[config.mk]
export PLATFORM = sky130hd
export DESIGN_NAME = fwrisc_mds_arbiter
export DESIGN_NICKNAME = d
export VERILOG_FILES = /design/src/rtl/fwrisc_mds_arbiter.sv
export SDC_FILE = /design/constraint.sdc
export NUM_CORES = 1
export LEC_CHECK = 0
export ABC_AREA = 1
export BUFFER_PORTS_ARGS = -buffer_cell sky130_fd_sc_hd__buf_2
export CAP_MARGIN = 25
export CELL_PAD_IN_SITES_DETAIL_PLACEMENT = 2
export CELL_PAD_IN_SITES_GLOBAL_PLACEMENT = 2
export CORE_MARGIN = 1
export CORE_UTILIZATION = 21
export CTS_CLUSTER_SIZE = 40
export DETAILED_ROUTE_END_ITERATION = 7
export PLACE_DENSITY_LB_ADDON = 0.1
export RECOVER_POWER = 25
export SYNTH_ARGS = -nofsm -noshare
export SYNTH_HDL_FRONTEND = slang
export SYNTH_SLANG_ARGS = --single-unit
[constraint.sdc]
create_clock -name clock -period 1.58 [get_ports clock]
set_input_delay 0.395 -clock clock [delete_from_list [all_inputs] [get_ports clock]]
set_output_delay 0.395 -clock clock [all_outputs]
set_load 0.01 [all_outputs]
[src/rtl/fwrisc_mds_arbiter.sv]
// Shares one mul/div/shift unit between two requesters: round-robin grant,
// one operation in flight, operand latch, result return and completion watchdog.
module fwrisc_mds_arbiter #(
  parameter int TIMEOUT_CYCLES = 64,
  parameter int CNT_W          = $clog2(TIMEOUT_CYCLES) + 1
) (
  input  logic        clock,
  input  logic        reset,

  input  logic        req0_valid,
  output logic        req0_ready,
  input  logic [31:0] req0_a,
  input  logic [31:0] req0_b,
  input  logic [3:0]  req0_op,
  output logic        rsp0_valid,
  output logic [31:0] rsp0_data,
  input  logic        rsp0_ready,

  input  logic        req1_valid,
  output logic        req1_ready,
  input  logic [31:0] req1_a,
  input  logic [31:0] req1_b,
  input  logic [3:0]  req1_op,
  output logic        rsp1_valid,
  output logic [31:0] rsp1_data,
  input  logic        rsp1_ready,

  output logic [31:0] mds_in_a,
  output logic [31:0] mds_in_b,
  output logic [3:0]  mds_op,
  output logic        mds_in_valid,
  input  logic [31:0] mds_out,
  input  logic        mds_out_valid,

  output logic        busy,
  output logic        timeout_err
);

  typedef enum logic [1:0] {IDLE, ISSUE, WAIT, RESP} state_t;

  state_t          state;
  state_t          state_next;
  logic [31:0]     a_lat;
  logic [31:0]     b_lat;
  logic [3:0]      op_lat;
  logic [31:0]     result;
  logic            owner;
  logic            last_grant;
  logic            timeout_q;
  logic [CNT_W-1:0] cnt;
  logic            grant;
  logic            accept;
  logic            cnt_hit;
  logic            rsp_done;

  assign cnt_hit  = (cnt == CNT_W'(TIMEOUT_CYCLES - 1));
  assign rsp_done = owner ? rsp1_ready : rsp0_ready;

  // Ready is qualified by reset so that every output reads 0 while reset is held.
  always_comb begin
    state_next = state;
    grant      = 1'b0;
    req0_ready = 1'b0;
    req1_ready = 1'b0;
    accept     = 1'b0;
    case (state)
      IDLE: begin
        if (req0_valid && req1_valid) grant = ~last_grant;
        else                          grant = ~req0_valid;
        req0_ready = reset && req0_valid && !grant;
        req1_ready = reset && req1_valid && grant;
        accept     = req0_ready || req1_ready;
        if (accept) state_next = ISSUE;
      end
      ISSUE: state_next = WAIT;
      WAIT: begin
        if (mds_out_valid || cnt_hit) state_next = RESP;
      end
      RESP: begin
        if (rsp_done) state_next = IDLE;
      end
      default: state_next = IDLE;
    endcase
  end

  always_ff @(posedge clock or negedge reset) begin
    if (!reset) begin
      state      <= IDLE;
      a_lat      <= '0;
      b_lat      <= '0;
      op_lat     <= '0;
      result     <= '0;
      owner      <= 1'b0;
      last_grant <= 1'b1;
      timeout_q  <= 1'b0;
      cnt        <= '0;
    end else begin
      state <= state_next;
      case (state)
        IDLE: begin
          if (accept) begin
            owner  <= grant;
            a_lat  <= grant ? req1_a  : req0_a;
            b_lat  <= grant ? req1_b  : req0_b;
            op_lat <= grant ? req1_op : req0_op;
          end
        end
        ISSUE: cnt <= '0;
        WAIT: begin
          cnt <= cnt + CNT_W'(1);
          // A result arriving on the expiry cycle still counts as a completion.
          if (mds_out_valid) begin
            result <= mds_out;
          end else if (cnt_hit) begin
            result    <= '0;
            timeout_q <= 1'b1;
          end
        end
        RESP: begin
          if (rsp_done) last_grant <= owner;
        end
        default: ;
      endcase
    end
  end

  assign mds_in_a     = a_lat;
  assign mds_in_b     = b_lat;
  assign mds_op       = op_lat;
  assign mds_in_valid = (state == ISSUE);
  assign busy         = (state != IDLE);
  assign timeout_err  = timeout_q;
  assign rsp0_valid   = (state == RESP) && !owner;
  assign rsp1_valid   = (state == RESP) && owner;
  assign rsp0_data    = rsp0_valid ? result : '0;
  assign rsp1_data    = rsp1_valid ? result : '0;

endmodule

==> flow_summary.yaml, run 1 <==
detailed_routing:
  route.detailed.drc: 0
  drtIter0Drc: 191
  first_pass_iters: 4
  vias_per_cell: 4.49
  antenna_left: 0
  via_count: 6593
  wl_per_cell_um: 18.1
  totalWireLength_um: 26600
sta:
  rsz0062_at_grt: "true"
  fin_crit_ps: 2030
  max_freq_mhz: 492
  drv_slew: 0
  tightest_slew_ps: 1220
  setup-violations-final: 142
  period_share: 1.29
  hold_viol_final: 0
  hold_ws_ps: 253
  tns_ps: -40090
  worst_slack_ps: -453
  final.setup_skew_ps: 8.14
  slew-limit-headroom: 0.190
clock_network:
  cts.sinks: 112
  root_buffer: "clkbuf_16"
  clkTransAtPathRegs_ps: 80
  cts-htree-levels: 3
  numCtsBuffers: 9
  insertion_delay_ps: 350
  cts_tree: "yes"
  postCtsHoldBufs: 0
  cts_buffer_depth: 2
hold_path:
  hold_path.class: "in -> reg"
  holdPathEnd: "mds_in_b[25]"
  min_from: "req0_b[25]"
  hold_depth: 3
yosys:
  synth.net_count: 962
  syn_area_per_cell_um2: 7.33
  ys_types: 23
  syn_area_um2: 5730
  ys_seq_area_frac: 0.490
  ys_ff_latch: 112
  synthCells: 781
  yosysWarnings: 0
grt:
  grt_overflow: 0
  grt_start_max_net_pins: 81
  antenna_found_initial: 7
  grt_pass1_wl_um: 40000
  grt_usage: 0.185
  grt_pass1_vias: 6961
floorplan:
  start_util: 0.213
  die-area_um2: 27900
  core-area_um2: 26900
  num_rows: 60
  die_y_um: 167
  die_w_um: 167
  io_pins: 314
cells_and_area:
  fin_nets: 1299
  drive_gt1_frac: 0.452
  syn2layout_area_growth_pct: 65.4
  instances_no_fill: 1468
pwr:
  power_density_nw_per_um2: 1660
  ir_worst_vdd_v: 0.000491
  power_leakage_nw: 5.05
run:
  cap_violations: 0
critical_path:
  worstSetupEndpointType: "output pin"
  required_ps: 1180
  critPathKind: "reg -> out"
  reg2reg_to: "mds_in_a[14]"
  worstRegToRegCells: 11
  worstPathArrival_ps: 1640
  critPathMaxFanout: 8
  timing.rr.start: "state[1]"
  r2r_setup_slack_ps: -330
  start_kind: "register"
place:
  hpwlAfterDp_um: 17700
  portBuffers: 313
  gp_congestion: 0.714
  placed_cells: 1424
outcome:
  outcome: "complete, but fails checks"
  violations: "negative setup slack"
==> synthesized netlist by cell type <==
library cell,instances,area share
nand2_1,224,0.15
nor2_1,140,0.092
dfrtp_1,111,0.49
a21oi_1,74,0.065
o21ai_1,50,0.044
inv_1,47,0.031
nand3_1,38,0.033
o21ai_0,25,0.022
clkbuf_1,23,0.015
buf_2,15,0.013
buf_6,7,0.014
buf_1,6,0.0039
ha_1,6,0.013
buf_4,4,0.0052
nand4_1,3,0.0033
a31o_2,1,0.0015
dfstp_2,1,0.0046
inv_2,1,0.00065
nand2_2,1,0.0011
nor2_2,1,0.0011
nor3b_1,1,0.0013
o21bai_4,1,0.0033
or2_2,1,0.0011
==> kinds of logic (layout without fill, tap and decap cells) <==
logic type / after synthesis / count (layout) / share of synthesized area
adder cells (fa/ha/maj): 6 / 6 / 0.0131
AND/OR/NAND/NOR: 409 / 409 / 0.280
flip-flops: 112 / 112 / 0.490
other: 0 / 4 / 0
AO/OA/AOI/OAI: 151 / 151 / 0.135
buffers and inverters: 103 / 445 / 0.0826
==> registers in the layout (all words and copies together) (netlist names) <==
| signal | count |
|---|---|
| owner | 1 |
| last_grant | 1 |
| result | 32 |
| mds_in_a | 32 |
| state | 2 |
| timeout_err | 1 |
| mds_op | 4 |
| mds_in_b | 32 |
| cnt | 7 |
==> where the power goes <==
group / internal, W / switching [W]
Sequential: 0.00408 / 0.000646
Clock: 0.00130 / 0.00118
Combinational: 0.00369 / 0.00487
==> cell usage in the layout, fill, tap and decap left out, types with 2 or more instances in the layout <==
| master | Yosys | routed |
|---|---|---|
| inv_4 | 0 | 4 |
| nand4_1 | 3 | 3 |
| nor2_4 | 0 | 36 |
| nand2_2 | 1 | 4 |
| ha_1 | 6 | 2 |
| inv_1 | 47 | 42 |
| nor2_2 | 1 | 53 |
| buf_12 | 0 | 13 |
| inv_6 | 0 | 2 |
| clkbuf_16 | 0 | 12 |
| buf_4 | 4 | 31 |
| nand3_1 | 38 | 38 |
| o21ai_0 | 25 | 14 |
| o21ai_2 | 0 | 3 |
| nor2_1 | 140 | 52 |
| bufbuf_16 | 0 | 4 |
| nand2_1 | 224 | 220 |
| a21oi_1 | 74 | 73 |
| dfrtp_1 | 111 | 111 |
| ha_4 | 0 | 2 |
| diode_2 | 0 | 4 |
| o21ai_1 | 50 | 58 |
| ha_2 | 0 | 2 |
| buf_16 | 0 | 9 |
| buf_6 | 7 | 38 |
| buf_2 | 15 | 280 |
==> per-stage QoR <==
step                power, W  utilization  setup WS, ps  cell area, um2
floorplan            0.00835            -         -36.1            5790
global placement      0.0114        0.297          -142            7990
detailed placement    0.0115        0.297          -195            7990
CTS                   0.0152        0.331          -451            8890
global route          0.0170        0.352          -527            9470
finish                0.0158        0.352          -453            9470
==> worst max-delay path, stage by stage, from the launching register on <==
cell and delay (ps):
dfrtp_1 400, ha_4 170, inv_4 40, nor2_4 150, inv_6 100, buf_12 150
nor2_2 100, buf_2 150
==> worst max-delay path by stage <==
stage	start	to	slack, ps	depth (start not counted)
2_1_floorplan	state[0]	rsp0_data[11]	-40	6
3_3_place_gp	state[0]	rsp0_data[26]	-140	7
3_5_place_dp	state[0]	rsp0_data[21]	-190	7
4_1_cts	state[0]	rsp0_data[4]	-450	7
5_1_grt	state[0]	rsp0_data[29]	-530	7
6_report	state[0]	rsp0_data[17]	-450	7
==> timing repair <==
item                                    4_1_cts  5_1_grt
gates cloned                                 12        3
endpoints found under the setup margin      155      168
setup buffers                                 6        4
pin swaps                                     4        7
resized for setup                            70      129
==> layout make-up <==
class / count / area [um2]
diodes: 4 / 10.0
well taps: 341 / 427
multi-input cells: 566 / 2930
fillers: 3188 / 17400
clock inverters: 5 / 63.8
flip-flops and latches: 112 / 2800
repair buffers: 381 / 2800
clock buffers: 11 / 243
inverters: 48 / 195
==> layer usage <==
layer	wire (um)	up-vias	track usage
li1	-	3164	-
met1	11200	3194	0.226
met2	13200	205	0.320
met3	1720	24	0.0553
met4	377	6	0.0423
met5	38	-	0
(Power assumes the default switching activity.)
==> run 2, diff against run 1 <==
- ABC_AREA: 1 -> not set
- CAP_MARGIN: 25 -> not set
- CORE_MARGIN: 1 -> 3
- CORE_UTILIZATION: 21 -> 22
==> flow_summary.yaml, run 2 <==
yosys:
  yosys-top-cells-area: "dfrtp_1 (53%), o22ai_1 (8.6%), a22o_1 (5.4%)"
  synth_top_family_by_area: "compound AO/OA/AOI/OAI gates"
  synth_largest_area_cell: "dfrtp_1"
  syn_area_per_cell_um2: 9.82
  synth-adder-area-share: 0.0144
  ys_types: 33
  yosysTopAreaCellShare: 0.531
  synth-compound-area-share: 0.224
  ys_seq_area_frac: 0.537
  synthCells: 532
  ys_ff_latch: 112
  yosysWarnings: 0
  yosys.area_share.simple: 0.156
  synth-xor-area-share: 0
  yosys-top-cells-count: "dfrtp_1 (111), o22ai_1 (72), nand2_1 (71)"
  synth.net_count: 713
  post-synth-top-count-cell: "dfrtp_1"
  synth_edf_count: 0
  async_flop_share: 1.00
  synth_ff_type: "dfrtp_1"
  syn_area_um2: 5230
  muxShareOfSynthArea: 0.00982
pwr:
  p_sw_frac: 0.403
  p_switching_w: 0.00776
  finalPower_w: 0.0193
  ir_worst_vdd_v: 0.000537
  power_density_nw_per_um2: 1870
  power_frac_clock: 0.126
  p_int_w: 0.0115
  p_comb_frac: 0.594
  power_leakage_nw: 4.97
  seqPwrFrac: 0.280
detailed_routing:
  wl_per_cell_um: 23.4
  antenna_left: 0
  totalWireLength_um: 28800
  vias_per_cell: 4.84
  route.detailed.drc: 0
  first_pass_iters: 4
  drtIter0Drc: 197
  via_count: 5953
critical_path:
  worstPathArrival_ps: 1640
  required_ps: 1180
  r2r_setup_slack_ps: -290
  reg2reg_to: "state[0]"
  critical_path_buf_inv_count: 2
  path_cells: "ha_4 > nor2b_4 > buf_6 > and2_4 > buf_6"
  timing.rr.start: "state[0]"
  start_kind: "register"
  critPathTopFamily: "flip-flops"
  slowest_delay_ps: 440
  critPathMaxFanout: 7
  cp_common_cell: "buf_6"
  crit_slowest_cell: "dfrtp_1"
  worstRegToRegCells: 8
  worstSetupEndpointType: "output pin"
  critPathKind: "reg -> out"
clock_network:
  numCtsBuffers: 9
  insertion_delay_ps: 360
  cts.sinks: 112
  postCtsHoldBufs: 0
  cts_tree: "yes"
  cts-htree-levels: 3
  cts_buffer_depth: 2
  root_buffer: "clkbuf_16"
  clkTransAtPathRegs_ps: 80
place:
  placed_cells: 1141
  gp_congestion: 0.745
  hpwlAfterDp_um: 16500
  portBuffers: 313
sta:
  drv_slew: 0
  period_share: 1.29
  slew-limit-headroom: 0.215
  hold_ws_ps: 260
  setup-violations-final: 172
  final.setup_skew_ps: 9.03
  hold_viol_final: 0
  fin_crit_ps: 2040
  max_freq_mhz: 491
  worst_slack_ps: -455
  tightest_slew_ps: 1180
  rsz0062_at_grt: "true"
  tns_ps: -42160
floorplan:
  die_w_um: 160
  num_rows: 55
  die-area_um2: 25600
  die_y_um: 160
  io_pins: 314
  start_util: 0.227
  core-area_um2: 23000
outcome:
  outcome: "complete, but fails checks"
  violations: "negative setup slack"
cells_and_area:
  drive_gt1_frac: 0.686
  syn2layout_area_growth_pct: 96.7
  final_common_cell: "buf_2"
  multiInputGateArea_um2: 3160
  fin_nets: 1089
  instances_no_fill: 1229
  fill_cells: 2397
  regArea_um2: 2810
  layout_common_cells: "buf_2 (257), dfrtp_1 (110), buf_6 (82)"
grt:
  antenna_found_initial: 4
  grt_pass1_wl_um: 38600
  grt_start_max_net_pins: 86
  grt_pass1_vias: 6299
  grt_overflow: 0
  grt_usage: 0.193
hold_path:
  holdPathEnd: "result[20]"
  hold_path.class: "in -> reg"
  min_from: "mds_out[20]"
  hold_depth: 2
run:
  cap_violations: 0
## run 2: worst register-to-register path: cells and delay by family (launching register included)
kind	cells	cell delay, ps
buf+inv	4	540
mux	1	260
fa+ha+maj	1	220
flops	1	440
compound gates	2	300
## run 2: cells by family (layout without fill, tap and decap cells)
logic type / count (synthesis) / after routing
buf+inv: 62 / 442
mux: 5 / 5
fa+ha+maj: 6 / 6
compound gates: 188 / 188
simple gates: 159 / 160
flops: 112 / 112
other cells: 0 / 3
## run 2: area by class of cell
class / count / share of cell area
repair buffers: 413 / 0.346
multi-input cells: 359 / 0.307
flip-flops and latches: 112 / 0.273
well taps: 313 / 0.0381
clock buffers: 10 / 0.0232
clock inverters: 6 / 0.00657
inverters: 13 / 0.00548
diodes: 3 / 0.000730
## run 2: through the flow
stage / area, um2 / util / setup slack [ps]
after detailed placement: 7310 / 0.318 / -291
after global placement: 7310 / 0.318 / -162
after CTS: 8880 / 0.386 / -405
after global routing: 10300 / 0.447 / -522
after floorplan: 5290 / - / 2.51
final: 10300 / 0.447 / -455
## run 2: power by group through the flow
| stage | clock network, W | registers, W | logic (W) |
|---|---|---|---|
| 2_1_floorplan | 0 | 0.00537 | 0.00309 |
| 3_3_place_gp | 0 | 0.00506 | 0.00618 |
| 3_5_place_dp | 0 | 0.00513 | 0.00643 |
| 4_1_cts | 0.00251 | 0.00513 | 0.00891 |
| 5_1_grt | 0.00263 | 0.00558 | 0.0121 |
| 6_report | 0.00243 | 0.00540 | 0.0114 |
## run 2: how the worst max path moves through the flow
stage                     slack, ps        from  cells after the start             to
after floorplan                   3  last_grant                      5     req0_ready
after global placement         -160    state[0]                      4  rsp0_data[23]
after detailed placement       -290    state[0]                      4  rsp0_data[27]
after CTS                      -400    state[0]                      7     req1_ready
after global routing           -520    state[0]                      5  rsp0_data[31]
final                          -460    state[0]                      5  rsp0_data[31]
## run 2: repair_timing
item,CTS,global route
pin swaps,15,75
gates cloned,19,17
buffers inserted,18,28
resized for setup,156,263
setup endpoints to repair,178,179
## run 2: metal layers
layer	up-vias	track usage	part of all wire
met1	3070	0.221	0.39
li1	2678	-	-
met2	189	0.363	0.55
met3	16	0.0444	0.049
met4	0	0.0469	0.012
met5	-	0	0
